$ cat config.mk
export PLATFORM = sky130hd
export DESIGN_NAME = fpu_add_normalize
export DESIGN_NICKNAME = d
export VERILOG_FILES = /design/src/rtl/fpu_add_normalize.sv
export SDC_FILE = /design/constraint.sdc
export NUM_CORES = 1
export LEC_CHECK = 0
export ABC_CLOCK_PERIOD_IN_PS = 3400
export BUFFER_PORTS_ARGS = -buffer_cell sky130_fd_sc_hd__buf_2
export CAP_MARGIN = 20
export CORE_AREA = 2 2 274 168
export CTS_CLUSTER_DIAMETER = 120
export DETAILED_ROUTE_END_ITERATION = 10
export DIE_AREA = 0 0 276 170
export GPL_ROUTABILITY_DRIVEN = 1
export PLACE_DENSITY_LB_ADDON = 0.05
export SYNTH_ARGS = -nofsm -noshare
export SYNTH_HDL_FRONTEND = slang
export SYNTH_SLANG_ARGS = --single-unit
$ cat constraint.sdc
create_clock -name clk -period 3.4 [get_ports clk]
set_input_delay 0.17 -clock clk [delete_from_list [all_inputs] [get_ports clk]]
set_output_delay 0.17 -clock clk [all_outputs]
set_load 0.01 [all_outputs]
$ cat src/rtl/fpu_add_normalize.sv
// Binary32 add/subtract back end: adds pre-aligned mantissas, normalizes one bit per cycle,
// rounds to nearest-even and packs the result behind valid/ready handshakes.
module fpu_add_normalize #(
    parameter int unsigned EXP_W = 10,
    parameter int unsigned MAN_W = 27,
    parameter int unsigned BIAS  = 127
) (
    input  logic                    clk,
    input  logic                    rst,
    input  logic                    in_valid,
    output logic                    in_ready,
    input  logic                    a_s,
    input  logic                    b_s,
    input  logic signed [EXP_W-1:0] e_in,
    input  logic        [MAN_W-1:0] am_in,
    input  logic        [MAN_W-1:0] bm_in,
    output logic                    out_valid,
    input  logic                    out_ready,
    output logic        [31:0]      z
);

    typedef enum logic [2:0] {StIdle, StAdd, StNorm, StRound, StPack, StOut} state_e;

    localparam logic signed [EXP_W-1:0] EMin  = EXP_W'(-126);
    localparam logic signed [EXP_W-1:0] EMax  = EXP_W'(127);
    localparam logic signed [EXP_W-1:0] EOne  = EXP_W'(1);
    localparam logic signed [EXP_W-1:0] EBias = EXP_W'(BIAS);

    state_e                  state_q, state_d;
    logic                    as_q, as_d, bs_q, bs_d;
    logic        [MAN_W-1:0] am_q, am_d, bm_q, bm_d;
    logic        [MAN_W-1:0] man_q, man_d;
    logic signed [EXP_W-1:0] exp_q, exp_d;
    logic                    sign_q, sign_d;
    logic                    zero_q, zero_d;
    logic        [31:0]      z_q, z_d;
    logic                    out_valid_q, out_valid_d;

    logic        [MAN_W:0]   sum;
    logic        [MAN_W-3:0] rnd;

    always_comb begin
        state_d     = state_q;
        as_d        = as_q;
        bs_d        = bs_q;
        am_d        = am_q;
        bm_d        = bm_q;
        man_d       = man_q;
        exp_d       = exp_q;
        sign_d      = sign_q;
        zero_d      = zero_q;
        z_d         = z_q;
        out_valid_d = out_valid_q;
        sum         = '0;
        rnd         = '0;

        unique case (state_q)
            StIdle: begin
                if (in_valid) begin
                    as_d    = a_s;
                    bs_d    = b_s;
                    am_d    = am_in;
                    bm_d    = bm_in;
                    exp_d   = e_in;
                    zero_d  = 1'b0;
                    state_d = StAdd;
                end
            end
            StAdd: begin
                if (as_q == bs_q) begin
                    sum    = {1'b0, am_q} + {1'b0, bm_q};
                    sign_d = as_q;
                end else if (am_q >= bm_q) begin
                    sum    = {1'b0, am_q - bm_q};
                    sign_d = as_q;
                end else begin
                    sum    = {1'b0, bm_q - am_q};
                    sign_d = bs_q;
                end
                if (as_q != bs_q && sum == '0) begin
                    sign_d = 1'b0;
                end
                // Carry out: shift right once, folding the dropped bit into sticky.
                if (sum[MAN_W]) begin
                    man_d = {sum[MAN_W:2], sum[1] | sum[0]};
                    exp_d = exp_q + EOne;
                end else begin
                    man_d = sum[MAN_W-1:0];
                end
                state_d = StNorm;
            end
            StNorm: begin
                if (man_q == '0) begin
                    zero_d  = 1'b1;
                    state_d = StPack;
                end else if (!man_q[MAN_W-1] && exp_q > EMin) begin
                    man_d = man_q << 1;
                    exp_d = exp_q - EOne;
                end else begin
                    state_d = StRound;
                end
            end
            StRound: begin
                rnd = {1'b0, man_q[MAN_W-1:3]} + (MAN_W-2)'(1);
                if (man_q[2] & (man_q[1] | man_q[0] | man_q[3])) begin
                    if (rnd[MAN_W-3]) begin
                        man_d[MAN_W-1:3] = {1'b1, {(MAN_W-4){1'b0}}};
                        exp_d            = exp_q + EOne;
                    end else begin
                        man_d[MAN_W-1:3] = rnd[MAN_W-4:0];
                    end
                end
                state_d = StPack;
            end
            StPack: begin
                if (zero_q) begin
                    z_d = {sign_q, 31'b0};
                end else if (exp_q > EMax) begin
                    z_d = {sign_q, 8'hFF, 23'h0};
                end else if (exp_q == EMin && !man_q[MAN_W-1]) begin
                    z_d = {sign_q, 8'h00, man_q[MAN_W-2:3]};
                end else begin
                    z_d = {sign_q, 8'(exp_q + EBias), man_q[MAN_W-2:3]};
                end
                out_valid_d = 1'b1;
                state_d     = StOut;
            end
            StOut: begin
                if (out_ready) begin
                    out_valid_d = 1'b0;
                    state_d     = StIdle;
                end
            end
            default: state_d = StIdle;
        endcase
    end

    always_ff @(posedge clk or negedge rst) begin
        if (!rst) begin
            state_q     <= StIdle;
            as_q        <= 1'b0;
            bs_q        <= 1'b0;
            am_q        <= '0;
            bm_q        <= '0;
            man_q       <= '0;
            exp_q       <= '0;
            sign_q      <= 1'b0;
            zero_q      <= 1'b0;
            z_q         <= '0;
            out_valid_q <= 1'b0;
        end else begin
            state_q     <= state_d;
            as_q        <= as_d;
            bs_q        <= bs_d;
            am_q        <= am_d;
            bm_q        <= bm_d;
            man_q       <= man_d;
            exp_q       <= exp_d;
            sign_q      <= sign_d;
            zero_q      <= zero_d;
            z_q         <= z_d;
            out_valid_q <= out_valid_d;
        end
    end

    assign in_ready  = (state_q == StIdle);
    assign out_valid = out_valid_q;
    assign z         = z_q;

endmodule

==> parameters.txt <==
Parameter                              Value

Routing
  Count of TritonRoute iterations in the first routing pass    8
  Detailed Route WL    46.65 mm
  Mean routed wirelength per cell    18.83 µm
  Number of vias per cell    4.929
  Drt drc    6
  Violation count after the first detailed-route iteration    875
  Post-detailed-route count of antenna-violating nets    0
  Via total after detailed routing    12,210

Global route
  Fraction of met1 tracks used by global routing    0.3227
  Antenna violations before repair    0
  Vias in the first global route    12,309
  Met3 capacity usage during global routing    0.04064
  Combined global-route utilization of all metal layers    0.2010
  Pin count of the biggest net entering global routing    59
  Wire length of the first global-routing pass    73.17 mm
  Met2 Use GR    0.2697
  Gr busiest metal    met1
  Overall overflow remaining after global route    0

Synth
  Cell with the most instances after synthesis    o21ai_0
  Share of synthesized area occupied by flip-flops and latches    0.2989
  Cell types occupying the most area after synthesis    dfrtp_1, ha_1, o21ai_0
  Number of cells produced by synthesis    1,366
  Netlist area before placement    0.01097 mm²
  Ys Warns    0
  Dominant combinational cell family by area after synthesis    compound AO/OA/AOI/OAI gates
  Mux contribution to synthesized area    0.02749
  Post-Syn Nets    1,533
  Proportion of netlist area held by the largest area contributor    0.2989
  Number of enable-type register cells in the synthesized netlist    0
  Area fraction in compound gates after synthesis    0.2837
  Share of synthesized registers carrying an async set or reset    1.000
  Cell taking the most area after synthesis    dfrtp_1
  Average cell area after synthesis    8.029 µm²
  Fraction of the mapped netlist area in simple logic gates    0.1774
  Post-synthesis share of cell area spent on xor and xnor gates    0.03434
  Adder and majority gate portion of the synthesized area    0.1134
  Top cell types by occurrence after synthesis    o21ai_0, nand2_1, dfrtp_1, a21oi_1, inv_1
  Post-synth top flop    dfrtp_1
  Number of distinct library cell variants in the gate-level netlist after synthesis    81
  Post-synthesis sequential element count    131

Worst setup path
  Sum of buffers and inverters on the critical path    2
  CP most frequent cell    o21ai_1
  Cell at the slowest stage of the critical path    or4_4
  Critical path cell sequence    inv_2, ha_4, buf_6, or3_4, or4_4, a21oi_4, o31ai_4, a311oi_2, o21ai_1, a211o_2, a2111oi_4, nor2_4, or3_1, o21ai_1
  Largest fanout on the critical path    9
  Crit path largest cell delay    0.44 ns
  Critical Path Start Type    register
  Kind of cell adding the most delay to the critical path    compound AO/OA/AOI/OAI gates
  Category of the most critical setup path    reg -> reg
  Critical path required time    3.77 ns
  Arrival time reported for the critical path endpoint    4.08 ns
  Nature of the critical path endpoint    register

Clock tree
  Clock-pin transition on the worst setup and hold timing paths    0.07 ns
  Clock root buffer master    clkbuf_16
  Clock sinks    131
  Clock network latency to the later pin of the worst-skew pair    0.45 ns
  CTS tree    done
  Cts bufs inserted    17
  Longest Clk Path Bufs    2
  Max H-tree Level    4

Final layout
  Ant diodes    0
  Nets@finish    2,042
  Layout Area Growth over Synthesis    59.54%
  Share of cells above drive strength 1    0.3904

Die
  Die height    170 µm
  Area of the die    0.04692 mm²
  Num ports    104
  Core area    0.04429 mm²
  Effective utilization at floorplan    0.2476
  Site Rows    60
  X dimension of the die    276 µm

STA
  Slew headroom    0.3932
  Hold Worst Slack    0.02340 ns
  Unrepaired setup endpoints after global routing    yes
  Number of endpoints failing setup at the final stage    37
  Highest clock rate    0.2695 GHz
  Post-layout min period    3.710 ns
  Final worst setup slack    -0.3105 ns
  Clock Skews    0.01400 ns
  Transition at the pin with the smallest max-transition slack    0.9057 ns
  Count of endpoints failing hold in the final timing report    0
  Final count of pins violating max slew    0
  Period utilization    1.091

Placement
  Post-DP HPWL    36.39 mm
  Gpl congestion    0.9010
  Number of buffer cells added on primary ports    103

Job
  Max Cap Viol    0

Run status
  Outcome    complete, but fails checks
  Failing checks    design-rule violations, negative setup slack

Min path
  Path type of the worst min-delay path    in -> reg
[kinds of logic (layout without fill, tap and decap cells)]
group / after synthesis / after routing
flops: 131 / 131
simple gates: 413 / 413
fa+ha+maj: 97 / 97
compound gates: 474 / 475
mux: 29 / 29
buf+inv: 179 / 700
xor+xnor: 43 / 43
[final timing paths]
kind | slack (ns) | start | cells past startpoint | endpoint
min in group asynchronous | 0.26 | rst | 2 | am_q[18]
max in group asynchronous | 2.35 | rst | 3 | z[0]
worst min register to register | 0.48 | out_valid | 2 | out_valid
worst max register to register | -0.31 | am_q[7] | 14 | exp_q[0]
worst min-delay path | 0.02 | e_in[6] | 3 | exp_q[6]
worst max-delay path | -0.31 | am_q[7] | 14 | exp_q[0]
[per-layer routing]
layer	vias to the layer above	part of all wire
li1	5990	-
met1	5946	0.57
met2	254	0.38
met3	20	0.050
met4	0	0.0074
met5	-	0
[flip-flops by register name (all words and copies together), names as in the netlist]
name,flops
out_valid,1
state_q,3
bs_q,1
bm_q,27
zero_q,1
exp_q,10
am_q,27
z,32
man_q,27
as_q,1
sign_q,1
[through the flow]
stage	instances	setup TNS, ns	area (µm²)	setup slack (ns)	utilization
4_1_cts	2463	-6.437	16880	-0.3300	0.3810
5_1_grt	2477	-11.06	17500	-0.4595	0.3951
2_1_floorplan	1366	-0.04400	10990	-0.02849	-
3_5_place_dp	2345	-17.72	14750	-0.8461	0.3331
3_3_place_gp	2345	-18.23	14750	-0.8868	0.3331
6_report	2477	-7.406	17500	-0.3105	0.3951
[layout by cell type, fill, tap and decap left out, types with 14 or more instances in the layout]
master         count
buf_2            102
inv_1             84
o21ai_0          112
a21oi_1           87
buf_6             19
buf_4            384
a31oi_1           17
nand4_1           14
nor4_1            15
nor3_1            36
o21ai_1           23
nor2_1            84
ha_4              22
xnor2_1           28
dlygate4sd3_1     61
nand2_1          128
o211ai_1          17
dfrtp_1          130
a22o_1            33
ha_1              65
nand3_1           29
a21o_1            14
clkbuf_16         18
[repair_timing]
item,4_1_cts,5_1_grt
endpoints found under the setup margin,38,38
resized for setup,155,101
pin swaps,28,38
setup buffers,24,16
cloned,2,0
hold endpoints to repair,115,0
hold buffers,61,0
[layout make-up]
class                   instances  area [µm²]
clock inverters                13       148.9
multi-input cells            1057        8203
clock buffers                  19       442.9
inverters                      97       364.1
well taps                     589       737.0
flip-flops and latches        131        3279
repair buffers                571        4323
fillers                      4598       26790
[worst register-to-register path: stages, from the launching register on]
cell       delay, ns
dfrtp_1         0.39
inv_2           0.08
ha_4            0.21
buf_6           0.11
or3_4           0.34
or4_4           0.44
a21oi_4         0.20
o31ai_4         0.12
a311oi_2        0.27
o21ai_1         0.12
a211o_2         0.39
a2111oi_4       0.37
nor2_4          0.14
or3_1           0.36
o21ai_1         0.10
Power is not shown: default switching activity piles up to over one toggle a cycle in this logic, so the estimate is an artifact.
